==> src/rtl/fir_mac_sequencer.sv <==
// FIR tap sequencer driving a shared 16x16 MAC slice, with circular sample history.
// Optional macro FIR_SATURATE_EN clamps the output to the 24-bit signed range.
module fir_mac_sequencer #(
  parameter int NUM_TAPS  = 32,
  parameter int MAC_LAT   = 2,
  parameter int ACC_W     = 40,
  parameter int OUT_SHIFT = 7
) (
  input  logic                        clk,
  input  logic                        reset_n,
  input  logic [23:0]                 sample_in,
  input  logic                        sample_valid,
  output logic                        sample_ready,
  output logic [$clog2(NUM_TAPS)-1:0] coef_addr,
  input  logic [15:0]                 coef_data,
  output logic [15:0]                 mac_a,
  output logic [15:0]                 mac_b,
  output logic                        mac_ce,
  input  logic [31:0]                 mac_product,
  output logic [23:0]                 y_out,
  output logic                        y_valid,
  input  logic                        y_ready
);

  localparam int AW = $clog2(NUM_TAPS);

  localparam logic [2:0] S_CLEAR = 3'd0;
  localparam logic [2:0] S_IDLE  = 3'd1;
  localparam logic [2:0] S_RUN   = 3'd2;
  localparam logic [2:0] S_DRAIN = 3'd3;
  localparam logic [2:0] S_DONE  = 3'd4;

  logic [2:0]              state_q, state_d;
  logic [AW-1:0]           tap_q, tap_d;
  logic [AW:0]             prod_q, prod_d;
  logic [AW-1:0]           wr_ptr_q, wr_ptr_d;
  logic signed [ACC_W-1:0] acc_q, acc_d;
  logic [15:0]             hist_rd_q, hist_rd_d;
  logic                    ce_q, ce_d;
  logic [MAC_LAT-1:0]      pipe_q, pipe_d;
  logic [MAC_LAT:0]        pipe_cat;
  logic [23:0]             y_q, y_d;
  logic                    yv_q, yv_d;

  // Only the top 16 sample bits ever reach the multiplier.
  logic [15:0]             hist_q [NUM_TAPS];
  logic                    hist_we;
  logic [AW-1:0]           hist_wa;
  logic [15:0]             hist_wd;
  logic [AW-1:0]           hist_ra;

  logic [ACC_W-1:0]        prod_ext;
  logic [23:0]             y_tr;

  assign prod_ext = {{(ACC_W-32){mac_product[31]}}, mac_product};
  assign hist_ra  = wr_ptr_q - tap_q;
  assign pipe_cat = {pipe_q, ce_q};

`ifdef FIR_SATURATE_EN
  logic signed [ACC_W-1:0] t;
  logic                    hi_ovf, lo_ovf;

  assign t      = acc_q >>> OUT_SHIFT;
  assign hi_ovf = ~t[ACC_W-1] & (|t[ACC_W-2:23]);
  assign lo_ovf = t[ACC_W-1] & ~(&t[ACC_W-2:23]);

  always_comb begin
    y_tr = t[23:0];
    if (hi_ovf) y_tr = 24'h7FFFFF;
    if (lo_ovf) y_tr = 24'h800000;
  end
`else
  assign y_tr = acc_q[OUT_SHIFT +: 24];
`endif

  always_comb begin
    state_d   = state_q;
    tap_d     = tap_q;
    prod_d    = prod_q;
    wr_ptr_d  = wr_ptr_q;
    acc_d     = acc_q;
    ce_d      = 1'b0;
    y_d       = y_q;
    yv_d      = yv_q;
    hist_we   = 1'b0;
    hist_wa   = tap_q;
    hist_wd   = '0;
    hist_rd_d = hist_q[hist_ra];
    pipe_d    = pipe_cat[MAC_LAT-1:0];

    // Products land MAC_LAT cycles after their strobe.
    if (pipe_q[MAC_LAT-1]) begin
      acc_d  = acc_q + $signed(prod_ext);
      prod_d = prod_q + 1'b1;
    end

    unique case (state_q)
      S_CLEAR: begin
        hist_we = 1'b1;
        hist_wa = tap_q;
        tap_d   = tap_q + 1'b1;
        if (tap_q == AW'(NUM_TAPS - 1)) state_d = S_IDLE;
      end
      S_IDLE: begin
        if (sample_valid) begin
          hist_we = 1'b1;
          hist_wa = wr_ptr_q;
          hist_wd = sample_in[23:8];
          acc_d   = '0;
          tap_d   = '0;
          prod_d  = '0;
          state_d = S_RUN;
        end
      end
      S_RUN: begin
        ce_d  = 1'b1;
        tap_d = tap_q + 1'b1;
        if (tap_q == AW'(NUM_TAPS - 1)) state_d = S_DRAIN;
      end
      S_DRAIN: begin
        if (prod_q == (AW+1)'(NUM_TAPS)) begin
          y_d      = y_tr;
          yv_d     = 1'b1;
          wr_ptr_d = wr_ptr_q + 1'b1;
          state_d  = S_DONE;
        end
      end
      S_DONE: begin
        if (y_ready) begin
          yv_d    = 1'b0;
          state_d = S_IDLE;
        end
      end
      default: state_d = S_CLEAR;
    endcase
  end

  always_ff @(posedge clk or negedge reset_n) begin
    if (!reset_n) begin
      state_q   <= S_CLEAR;
      tap_q     <= '0;
      prod_q    <= '0;
      wr_ptr_q  <= '0;
      acc_q     <= '0;
      hist_rd_q <= '0;
      ce_q      <= 1'b0;
      pipe_q    <= '0;
      y_q       <= '0;
      yv_q      <= 1'b0;
    end else begin
      state_q   <= state_d;
      tap_q     <= tap_d;
      prod_q    <= prod_d;
      wr_ptr_q  <= wr_ptr_d;
      acc_q     <= acc_d;
      hist_rd_q <= hist_rd_d;
      ce_q      <= ce_d;
      pipe_q    <= pipe_d;
      y_q       <= y_d;
      yv_q      <= yv_d;
    end
  end

  always_ff @(posedge clk) begin
    if (hist_we) hist_q[hist_wa] <= hist_wd;
  end

  assign sample_ready = (state_q == S_IDLE);
  assign coef_addr    = tap_q;
  assign mac_ce       = ce_q;
  assign mac_a        = ce_q ? coef_data : 16'h0000;
  assign mac_b        = ce_q ? hist_rd_q : 16'h0000;
  assign y_out        = y_q;
  assign y_valid      = yv_q;

endmodule

==> config.mk <==
export PLATFORM = sky130hd
export DESIGN_NAME = fir_mac_sequencer
export DESIGN_NICKNAME = d
export VERILOG_FILES = /design/src/rtl/fir_mac_sequencer.sv
export SDC_FILE = /design/constraint.sdc
export NUM_CORES = 1
export LEC_CHECK = 0
export ABC_AREA = 1
export BUFFER_PORTS_ARGS = -buffer_cell sky130_fd_sc_hd__buf_4
export CAP_MARGIN = 20
export CORE_AREA = 2 2 197 296
export DETAILED_ROUTE_END_ITERATION = 10
export DIE_AREA = 0 0 199 298
export PLACE_DENSITY = 0.67
export SLEW_MARGIN = 20
export SYNTH_ARGS = -nofsm -noshare
export SYNTH_HDL_FRONTEND = slang
export SYNTH_SLANG_ARGS = --single-unit
==> constraint.sdc <==
create_clock -name clk -period 2.3 [get_ports clk]
set_input_delay 0.46 -clock clk [delete_from_list [all_inputs] [get_ports clk]]
set_output_delay 0.46 -clock clk [all_outputs]
set_load 0.01 [all_outputs]
---- Word level (Yosys, flattened, before mapping) ----
Memory sizes are Yosys's and may differ from the RTL's. A register that Yosys moved wholly into a read port is not among the register bits.
Cells that the tools add are included.
storage, ports and cells
  bits in registers ....................... 87
  latch bits .............................. 0
  bits in writable memories ............... 512
  bits in read-only memories .............. 0
  output and inout bits ................... 64
  word-level logic and storage cells ...... 63
  memories kept ........................... 1
cells by class
  $add $sub $neg .......................... 5
  multiply operators ...................... 0
  div/mod/pow operators ................... 0
  $lt $le $gt $ge ......................... 0
  equality and inequality tests ........... 11
  shift operators ......................... 0
  mux-type cells .......................... 28
  bitwise gates (word level) .............. 0
  reduce and logical (&&, ||, !) cells .... 9
memory list
  name    words  bits a word  rd ports  clocked after memory_dff  write ports  RTL line  RTL
  hist_q  32     16           1         1                         1            46        logic [15:0] hist_q [NUM_TAPS];
operators by type and width
  operator                                                                count
  40-bit 2-to-1 mux                                                       3
  16-bit 2-to-1 mux                                                       4
  40-bit by 32-bit adder with 40-bit output                               1
  6-bit 2-to-1 mux                                                        3
  3-bit 2-to-1 mux                                                        5
  5-bit 2-to-1 mux                                                        3
  3-bit case mux with 5 select lines                                      1
  5-bit by 1-bit adder with 5-bit output (second input constant)          2
  2-bit != test (second input constant)                                   5
  5-bit case mux with 2 select lines                                      1
  6-bit by 1-bit adder with 6-bit output (second input constant)          1
  3-bit by 2-bit equality test with 1-bit output (second input constant)  2
  6-bit equality test (second input constant)                             1
  1-bit 2-to-1 mux                                                        6
  5-bit equality test (second input constant)                             1
  5-bit AND reduction                                                     1
  5-bit subtractor                                                        1
  1-bit case mux with 2 select lines                                      2
  2-bit AND reduction                                                     2
  2-bit nonzero test                                                      2
  3-bit by 1-bit equality test with 1-bit output (second input constant)  1
  3-bit equality test (second input constant)                             1
  3-bit zero test                                                         1
  3-bit AND reduction                                                     1
  other kinds (2)                                                         2

---- Logic depth before layout (Yosys ltp) ----
Gate-level depths: netlist of the first run.
  depth after elaboration ................. 4
  mapped depth ............................ 13

---- Worst setup path after synthesis of the first run ----
OpenSTA, ideal clock, no wires.
  kind .................................... input to register
  start ................................... input port sample_valid
  end ..................................... memory hist_q[31][0], enable pin
  data arrival time ....................... 2159 ps
  required time ........................... 1912 ps
  slack ................................... -247 ps
  stages on the path ...................... 7
  path buffers ............................ 1
  cells stage by stage .................... clkbuf_1 > inv_1 > nor2_8 > inv_4 > o21ai_2 > nand2_1 > nor2_1
between the ends
  word-level cells in the longest chain between the ends .. 4
RTL lines
  item                                    RTL line  RTL
  start, declared                         12        input logic sample_valid,
  1-bit 2-to-1 mux                        105       if (sample_valid) begin
  1-bit case mux with 2 select lines      97        unique case (state_q)
  1-bit 2-to-1 mux                        165       if (hist_we) hist_q[hist_wa] <= hist_wd;
  1-bit 2-to-1 mux (implied by the code)  165
  end, declared                           46
Several ways; a longest one is shown, not always the timed one.

---- Worst setup path after layout of the first run ----
  start ................................... register wr_ptr_q[0]
  end ..................................... register hist_rd_q[13], read port of hist_q
between the ends
  word-level cells in the longest chain between the ends .. 1
RTL lines
  item                    RTL line  RTL
  start, declared         36        logic [AW-1:0] wr_ptr_q, wr_ptr_d;
  start signal, assigned  154       wr_ptr_q <= wr_ptr_d;
  5-bit subtractor        56        assign hist_ra = wr_ptr_q - tap_q;
  end, declared           38        logic [15:0] hist_rd_q, hist_rd_d;
Every way passes these cells.
A chain may end at the register's enable or synchronous reset.

==> results.sh, run 1 <==
export IMPL_core_region_area_mm2=0.05663
export IMPL_synth_most_common_cell="edfxtp_1"
export IMPL_grtUsageTotal=0.2404
export IMPL_rsz0062_at_grt="true"
export IMPL_dp_hpwl_um=45860
export IMPL_htree_levels=2
export IMPL_clockRootBuffer="clkbuf_16"
export IMPL_met3_length_um=4304
export IMPL_area_delta_synth_final_pct=23.06
export IMPL_finalNonFillerCells=3556
export IMPL_crit_slowest_cell="fa_4"
export IMPL_p_sw_frac=0.4106
export IMPL_gp_routability_congestion=0.9259
export IMPL_worst_skew_pair_late_latency_ns=0.63
export IMPL_dieWidth_um=199
export IMPL_pwr_share_clk=0.197
export IMPL_via_per_inst=5.433
export IMPL_cts_tree="done"
export IMPL_worstPathMaxFanout=16
export IMPL_status="complete, but fails checks"
export IMPL_drv_slew=0
export IMPL_met1_length_um=26540
export IMPL_clock_path_buffers=3
export IMPL_diodes=0
export IMPL_final_core_util=0.5848
export IMPL_synthCells=2490
export IMPL_synth_edf_count=512
export IMPL_synth_area_leaders="edfxtp_1 (57%), dfrtp_1 (8.7%), nand2_1 (6.2%), nor2_1 (5.3%), o21ai_0 (4.4%)"
export IMPL_cpMostUsedCell="buf_12"
export IMPL_period_share=1.155
export IMPL_drc_errors=0
export IMPL_crit_path_max_incr_delay_ns=0.80
export IMPL_ir_drop_v=0.0009108
export IMPL_worst_setup_path_type="flip-flop to flip-flop"
export IMPL_violations="setup timing"
export IMPL_cp_startpoint="wr_ptr_q[0]"
export IMPL_dp_cells=3424
export IMPL_ys_seq_area_frac=0.6587
export IMPL_yosys_area_top_type="edfxtp_1"
export IMPL_clk_pin_slew_ns=0.07
export IMPL_num_rows=107
export IMPL_antenna_found_initial=0
export IMPL_intPower_w=0.02842
export IMPL_layout_drive_gt1_share=0.1905
export IMPL_clock_fmax_ghz=0.3763
export IMPL_ys_async_sr_fraction=0.1551
export IMPL_design_portCount=140
export IMPL_synth_cell_types=39
export IMPL_synth_common_cells="edfxtp_1 (512), nand2_1 (444), nor2_1 (377)"
export IMPL_die_area_mm2=0.05930
export IMPL_fin_ws_ns=-0.3572
export IMPL_syn_area_per_cell_um2=10.81
export IMPL_synth_top_area_frac=0.5713
export IMPL_powerDensity_mw_per_mm2=1456
export IMPL_combinationalPowerShare=0.510
export IMPL_ant_nets=0
export IMPL_p_switching_w=0.01980
export IMPL_hold_viol=0
export IMPL_wire_per_inst_um=20.05
export IMPL_synth_fp_nets=2607
export IMPL_fin_crit_ns=2.657
export IMPL_wirelength_um=71290
export IMPL_cts_sinks=606
export IMPL_port_buffers=130
export IMPL_ys_flop_type="edfxtp_1"
export IMPL_fin_nets=2864
export IMPL_ys_seq_elements=606
export IMPL_post_dp_cell_area_mm2=0.03044
export IMPL_hold_class="input port to flip-flop"
export IMPL_via_count=19321
export IMPL_ys_warnings_count=0
export IMPL_crit_chain="inv_2 > ha_4 > inv_2 > fa_4 > buf_12 > buf_12 > buf_12 > o21ai_0 > o22ai_1 > nand2_1 > nand3_2 > nand3_1 > nand2_1"
export IMPL_chipHeight_um=298
export IMPL_cp_start_kind="flip-flop"
export IMPL_hp_start="y_ready"
export IMPL_setup_viol=20
export IMPL_worst_ep_required_time_ns=2.86
export IMPL_gr_total_overflow=0
export IMPL_final_cell_area_mm2=0.03312
export IMPL_reg2reg_from="wr_ptr_q[0]"
export IMPL_endpoint_kind="flip-flop"
export IMPL_start_util=0.4752
export IMPL_skew_ns=0.03276
export IMPL_maxCapViolCount=0
export IMPL_grt_pass1_wl_um=108100
export IMPL_syn_area_mm2=0.02691
export IMPL_top_layer="met4"
export IMPL_dr_wl_met2_um=37170
export IMPL_grt_pass1_vias=19219
export IMPL_tightest_slew_ns=0.8459
export IMPL_first_iter_violations=1392
export IMPL_grt_max_degree=95
export IMPL_crit_arrival_ns=3.22
export IMPL_dr_pass1_iters=5
export IMPL_power_leakage_nw=13.36
export IMPL_cts_buffers=54
export IMPL_slew_headroom=0.4361
export IMPL_seq_power_share=0.293
[layout by cell type, fill, tap and decap left out, types with 62 or more instances in the layout]
cell	Yosys	routed
o211ai_1	66	66
o22ai_1	62	62
buf_12	0	62
nand2_1	444	441
nor2_1	377	326
inv_1	213	208
o21ai_0	234	207
buf_4	19	234
dfrtp_1	94	93
edfxtp_1	512	512
nand3_1	138	107
[final timing paths]
check | endpoint | slack (ns) | depth (start not counted)
max | hist_rd_q[13] | -0.36 | 13
min | state_q[2] | 0.11 | 4
max reg2reg | hist_rd_q[13] | -0.36 | 13
min reg2reg | pipe_q[1] | 0.36 | 0
max in group asynchronous | mac_ce | 1.41 | 3
min in group asynchronous | acc_q[4] | 0.42 | 3
[power by group through the flow]
stage	Combinational, W	Sequential, W	Clock (W)
2_1_floorplan	0.0136	0.0142	0
3_3_place_gp	0.0220	0.0143	0
3_5_place_dp	0.0224	0.0143	0
4_1_cts	0.0238	0.0141	0.00962
5_1_grt	0.0268	0.0142	0.0100
6_report	0.0246	0.0141	0.00949
[routing by layer]
layer	track usage	vias to the layer above
li1	-	9127
met1	0.2854	9328
met2	0.4243	716
met3	0.03328	150
met4	0.1190	0
met5	0	-
[area by class of cell]
| cell class | count | area (um2) |
|---|---|---|
| sequential | 606 | 17730 |
| tap | 763 | 954.7 |
| clock inverter | 38 | 469.2 |
| multi-input combinational | 1545 | 8322 |
| inverter | 220 | 838.3 |
| timing repair buffer | 320 | 3418 |
| fill | 4583 | 23510 |
| clock buffer | 64 | 1389 |
[what timing repair did]
item                                    in CTS  in global routing
setup buffers                                8                 10
pin swaps                                   18                 25
endpoints found under the setup margin     113                419
hold buffers                                 1                  0
hold endpoints to repair                    94                  0
gates resized for setup                     45                 75
cloned                                       4                  7
[kinds of logic (layout without fill, tap and decap cells)]
| kind of cell | Yosys count | count (layout) | share of synthesized area |
|---|---|---|---|
| adders and majority gates | 41 | 41 | 0.01962 |
| DFF | 606 | 606 | 0.6587 |
| muxes | 60 | 60 | 0.02232 |
| and+or+nand+nor | 987 | 987 | 0.1481 |
| AOI/OAI and AO/OA | 438 | 438 | 0.09317 |
| buffers and inverters | 339 | 642 | 0.05142 |
| xor gates and xnor gates | 19 | 19 | 0.006741 |
[stage by stage]
step                setup WS, ns  hold WS [ns]  power, W  TNS, ns
global placement         -0.3482        0.3363   0.03626   -5.359
floorplan                -0.1038        0.1644   0.02782   -35.16
finish                   -0.3572        0.1051   0.04822   -4.697
global route             -0.4932        0.1354   0.05105   -28.14
detailed placement       -0.4049        0.3450   0.03673   -6.561
CTS                      -0.3878       0.07057   0.04753   -5.615
[worst max-delay path: cells and delay by family (launching register included)]
| family | cells | cell delay, ns |
|---|---|---|
| adders and majority gates | 2 | 0.92 |
| buffers and inverters | 5 | 0.58 |
| DFF | 1 | 0.39 |
| and+or+nand+nor | 4 | 0.37 |
| AOI/OAI and AO/OA | 2 | 0.32 |
[registers in the layout, indices dropped and copies added (netlist names)]
name,flops
acc_q,31
coef_addr,5
hist_q,512
hist_rd_q,16
mac_ce,1
pipe_q,2
prod_q,6
state_q,3
wr_ptr_q,5
y_out,24
y_valid,1
Note: power is estimated with default switching activity, not from simulation.
==> inputs of run 2 (changes only) <==
Settings changed: MAX_ROUTING_LAYER set to met4.
==> results.sh, run 2 (synthesized netlist as in run 1, its figures left out) <==
export IMPL_grt_pass1_wl_um=107000
export IMPL_gr_total_overflow=0
export IMPL_start_util=0.4752
export IMPL_worstPathMaxFanout=13
export IMPL_fin_nets=2846
export IMPL_cp_start_kind="flip-flop"
export IMPL_worst_ep_required_time_ns=2.89
export IMPL_combinationalPowerShare=0.506
export IMPL_antenna_found_initial=0
export IMPL_status="complete, but fails checks"
export IMPL_ir_drop_v=0.001025
export IMPL_diodes=0
export IMPL_grt_max_degree=95
export IMPL_design_portCount=140
export IMPL_chipHeight_um=298
export IMPL_htree_levels=2
export IMPL_dieWidth_um=199
export IMPL_worst_setup_path_type="flip-flop to flip-flop"
export IMPL_core_region_area_mm2=0.05663
export IMPL_rsz0062_at_grt="true"
export IMPL_seq_power_share=0.300
export IMPL_cts_tree="done"
export IMPL_fin_ws_ns=-0.2556
export IMPL_clockRootBuffer="clkbuf_16"
export IMPL_cpMostUsedCell="nand2_1"
export IMPL_cts_buffers=54
export IMPL_ant_nets=0
export IMPL_cts_sinks=606
export IMPL_clock_path_buffers=3
export IMPL_port_buffers=130
export IMPL_intPower_w=0.02752
export IMPL_finalPower_w=0.04694
export IMPL_clock_fmax_ghz=0.3913
export IMPL_clk_pin_slew_ns=0.07
export IMPL_dp_cells=3432
export IMPL_via_count=19184
export IMPL_regMostFlops="hist_q"
export IMPL_endpoint_kind="flip-flop"
export IMPL_slew_headroom=0.4446
export IMPL_layout_drive_gt1_share=0.1900
export IMPL_area_delta_synth_final_pct=21.32
export IMPL_crit_chain="inv_2 > ha_4 > inv_2 > fa_4 > buf_12 > buf_12 > o21ai_0 > o211ai_1 > nand3_1 > nand2_1 > nand2_1 > nand2_1"
export IMPL_finalNonFillerCells=3537
export IMPL_num_rows=107
export IMPL_place_ws_ns=-0.3482
export IMPL_crit_slowest_cell="fa_4"
export IMPL_power_leakage_nw=13.20
export IMPL_most_common_layout_cells="edfxtp_1 (512), nand2_1 (438), nor2_1 (327)"
export IMPL_gp_routability_congestion=0.9375
export IMPL_crit_arrival_ns=3.14
export IMPL_die_area_mm2=0.05930
export IMPL_p_sw_frac=0.4138
export IMPL_drv_slew=0
export IMPL_p_switching_w=0.01942
export IMPL_layout_commonest_cell="edfxtp_1"
export IMPL_largest_reg_flops=512
export IMPL_dp_hpwl_um=46230
export IMPL_hold_class="input port to flip-flop"
export IMPL_grt_pass1_vias=19124
export IMPL_grtUsageTotal=0.2441
export IMPL_drc_errors=0
export IMPL_tightest_slew_ns=0.8330
export IMPL_pwr_share_clk=0.194
export IMPL_via_per_inst=5.424
export IMPL_hold_viol=0
export IMPL_worst_skew_pair_late_latency_ns=0.65
export IMPL_fin_crit_ns=2.556
export IMPL_crit_path_max_incr_delay_ns=0.81
export IMPL_period_share=1.111
export IMPL_powerDensity_mw_per_mm2=1438
export IMPL_setup_viol=16
export IMPL_first_iter_violations=1442
export IMPL_wirelength_um=69890
export IMPL_maxCapViolCount=0
export IMPL_dr_pass1_iters=5
export IMPL_wire_per_inst_um=19.76
export IMPL_violations="setup timing"
export IMPL_skew_ns=0.04641
[run 2: cell count changes in the layout (fill, tap and decap cells not counted), sizes merged]
| cell | before | now |
|---|---|---|
| inv | 224 | 221 |
| bufinv | 8 | 3 |
| clkbuf | 70 | 74 |
| clkinvlp | 6 | 3 |
| buf | 313 | 301 |
[run 2: critical path: cells and delay by family, from the launching register on]
kind / cells / cell delay [ns]
DFF: 1 / 0.39
adders and majority gates: 2 / 0.93
buffers and inverters: 4 / 0.45
AOI/OAI and AO/OA: 2 / 0.30
and+or+nand+nor: 4 / 0.46
[run 2: power groups by stage]
stage	logic, W	clock network [W]	registers, W
after detailed placement	0.0225	0	0.0143
final	0.0237	0.00911	0.0141
after floorplan	0.0136	0	0.0142
after global placement	0.0220	0	0.0143
after CTS	0.0233	0.00924	0.0141
after global routing	0.0259	0.00965	0.0142
[run 2: metal layers]
| layer | vias up | global-route usage | part of all wire |
|---|---|---|---|
| li1 | 9088 | - | - |
| met1 | 9312 | 0.2778 | 0.37 |
| met2 | 608 | 0.4272 | 0.53 |
| met3 | 176 | 0.02864 | 0.050 |
| met4 | 0 | 0.1134 | 0.046 |
| met5 | - | - | 0 |
[run 2: final timing paths]
kind                             start            to  slack [ns]  depth (start not counted)
setup / recovery           wr_ptr_q[0]  hist_rd_q[4]       -0.26                         12
hold / removal                 y_ready    state_q[2]        0.13                          4
setup reg to reg           wr_ptr_q[0]  hist_rd_q[4]       -0.26                         12
hold reg to reg              pipe_q[0]     pipe_q[1]        0.35                          0
max in group asynchronous      reset_n     acc_q[19]        1.40                          3
min in group asynchronous      reset_n      acc_q[5]        0.40                          3
[run 2: timing repair]
action | in CTS | in global routing
cloned | 1 | 1
pin swaps | 3 | 5
hold buffers | 1 | 0
endpoints found under the hold margin | 94 | 0
endpoints found under the setup margin | 23 | 109
setup buffers | 1 | 0
resized for setup | 49 | 49
[run 2: layout make-up]
type	count	area (um2)
fill	4626	23980
sequential	606	17730
multi-input combinational	1545	8257
timing repair buffer	302	3073
clock buffer	74	1516
tap	763	954.7
inverter	220	833.3
clock inverter	27	287.8
[run 2: metrics by stage]
step / util / hold slack, ns / instance area [um2] / TNS, ns
2_1_floorplan: - / 0.1644 / 27040 / -35.16
3_3_place_gp: 0.5382 / 0.3347 / 30480 / -4.870
3_5_place_dp: 0.5382 / 0.3401 / 30480 / -5.246
4_1_cts: 0.5740 / 0.1059 / 32510 / -3.382
5_1_grt: 0.5765 / 0.1296 / 32650 / -5.222
6_report: 0.5765 / 0.1251 / 32650 / -3.445
==> inputs of run 3 (changes only) <==
Settings changed: PLACE_DENSITY 0.67 to not set.
Clock period 2.3 ns to 2.6 ns, I/O delays scaled along.
==> results.sh, run 3 (synthesized netlist as in run 1, its figures left out) <==
export IMPL_cts_buffers=55
export IMPL_status="complete, but fails checks"
export IMPL_grt_pass1_vias=19317
export IMPL_num_rows=107
export IMPL_crit_arrival_ns=3.26
export IMPL_cts_sinks=606
export IMPL_hold_viol=0
export IMPL_violations="setup timing"
export IMPL_worst_skew_pair_late_latency_ns=0.61
export IMPL_p_switching_w=0.01830
export IMPL_layout_drive_gt1_share=0.1797
export IMPL_chipHeight_um=298
export IMPL_crit_slowest_cell="fa_4"
export IMPL_clock_path_buffers=3
export IMPL_htree_levels=2
export IMPL_drc_errors=0
export IMPL_power_leakage_nw=13.27
export IMPL_gp_routability_congestion=0.9834
export IMPL_dieWidth_um=199
export IMPL_grt_pass1_wl_um=114600
export IMPL_grt_max_degree=97
export IMPL_drv_slew=0
export IMPL_most_common_layout_cells="edfxtp_1 (512), nand2_1 (426), nor2_1 (361)"
export IMPL_cp_num_buf_inv=5
export IMPL_gr_total_overflow=0
export IMPL_design_portCount=140
export IMPL_worst_setup_path_type="flip-flop to flip-flop"
export IMPL_maxCapViolCount=0
export IMPL_antenna_found_initial=0
export IMPL_first_iter_violations=1461
export IMPL_min_path_cells=4
export IMPL_largest_reg_flops=512
export IMPL_ant_nets=0
export IMPL_endpoint_kind="flip-flop"
export IMPL_clock_fmax_ghz=0.3676
export IMPL_worstPathMaxFanout=7
export IMPL_p_sw_frac=0.4161
export IMPL_wirelength_um=76600
export IMPL_seq_power_share=0.285
export IMPL_fin_nets=2838
export IMPL_fin_ws_ns=-0.1206
export IMPL_grtUsageTotal=0.2669
export IMPL_skew_ns=0.01553
export IMPL_start_util=0.4752
export IMPL_clockRootBuffer="clkbuf_16"
export IMPL_final_core_util=0.5767
export IMPL_pwr_share_clk=0.191
export IMPL_port_buffers=130
export IMPL_dp_cells=3390
export IMPL_diodes=0
export IMPL_powerDensity_mw_per_mm2=1346
export IMPL_crit_chain="inv_2 > ha_4 > inv_2 > fa_4 > buf_12 > buf_12 > buf_6 > o21ai_2 > o211ai_1 > nand3_1 > nand2_2 > nand2_2 > nand2_1"
export IMPL_dr_pass1_iters=5
export IMPL_period_share=1.046
export IMPL_wire_per_inst_um=21.71
export IMPL_reg2reg_depth=13
export IMPL_crit_path_max_incr_delay_ns=0.82
export IMPL_cp_start_kind="flip-flop"
export IMPL_die_area_mm2=0.05930
export IMPL_combinationalPowerShare=0.525
export IMPL_slew_headroom=0.5116
export IMPL_ir_drop_v=0.0009685
export IMPL_via_per_inst=5.496
export IMPL_core_region_area_mm2=0.05663
export IMPL_cts_tree="done"
export IMPL_hold_class="input port to flip-flop"
export IMPL_tightest_slew_ns=0.7326
export IMPL_regMostFlops="hist_q"
export IMPL_clk_pin_slew_ns=0.06
export IMPL_via_count=19397
export IMPL_crit_cells=13
export IMPL_area_delta_synth_final_pct=21.35
export IMPL_fin_crit_ns=2.721
export IMPL_crit_family="adder cells"
export IMPL_setup_viol=15
export IMPL_dp_hpwl_um=47810
export IMPL_rsz0062_at_grt="true"
export IMPL_intPower_w=0.02567
export IMPL_layout_commonest_cell="edfxtp_1"
export IMPL_finalNonFillerCells=3529
export IMPL_worst_ep_required_time_ns=3.14
[run 3: changes by cell type in the layout (fill, tap and decap cells not counted), moves of 6 or more]
| cell | previous run | this run |
|---|---|---|
| nor2_4 | 12 | 0 |
| o21ai_1 | 24 | 18 |
| buf_16 | 3 | 14 |
| nor2_1 | 327 | 361 |
| nand2_1 | 438 | 426 |
| nor2_2 | 38 | 16 |
| nand2_2 | 9 | 21 |
| buf_4 | 233 | 224 |
| buf_12 | 56 | 42 |
[run 3: cell type report]
type,count,area (um2)
multi-input combinational,1545,8167
clock buffer,74,1508
inverter,220,833.3
sequential,606,17730
tap,763,954.7
clock inverter,28,351.6
fill,4651,23970
timing repair buffer,293,3119
[run 3: layer usage]
layer  vias to the layer above  wire, um  GRT usage  share of wire
met2                       655     39890     0.4611           0.52
met4                         0      3791     0.1240          0.049
li1                       9068         -          -              -
met3                       176      3931    0.02966          0.051
met5                         -         0          -              0
met1                      9498     28990     0.3103           0.38
[run 3: power by group through the flow]
stage	Clock, W	Sequential, W	Combinational [W]
floorplan	0	0.0125	0.0119
global placement	0	0.0127	0.0186
detailed placement	0	0.0127	0.0190
CTS	0.00852	0.0125	0.0226
global route	0.00890	0.0126	0.0249
finish	0.00838	0.0125	0.0231
[run 3: repair_timing]
action,CTS,global route
cloned,15,3
resized for setup,90,31
hold buffers,1,0
endpoints found under the setup margin,16,25
setup buffers,18,4
hold endpoints to repair,26,0
pin swaps,59,50
[run 3: worst paths after layout]
check | from | to | slack [ns]
hold reg to reg | pipe_q[0] | pipe_q[1] | 0.40
setup reg to reg | wr_ptr_q[0] | hist_rd_q[13] | -0.12
max in group asynchronous | reset_n | hist_rd_q[10] | 1.50
setup / recovery | wr_ptr_q[0] | hist_rd_q[13] | -0.12
hold / removal | y_ready | state_q[2] | 0.21
min in group asynchronous | reset_n | acc_q[0] | 0.38
[run 3: tightest hold or removal path: stages]
cell     delay (ns)
buf_4          0.10
inv_1          0.04
nand2_1        0.07
nand2_1        0.05
[run 3: metrics by stage]
stage	hold WS, ns	setup WS (ns)	cell area (um2)	setup TNS (ns)	power (W)
floorplan	0.2244	-0.007189	26910	-1.092	0.02446
finish	0.2114	-0.1206	32660	-0.7313	0.04397
global placement	0.3885	-0.2310	29770	-2.521	0.03131
CTS	0.1745	-0.1387	32520	-1.577	0.04362
detailed placement	0.3840	-0.2505	29770	-2.978	0.03166
global route	0.2031	-0.1865	32660	-2.189	0.04646
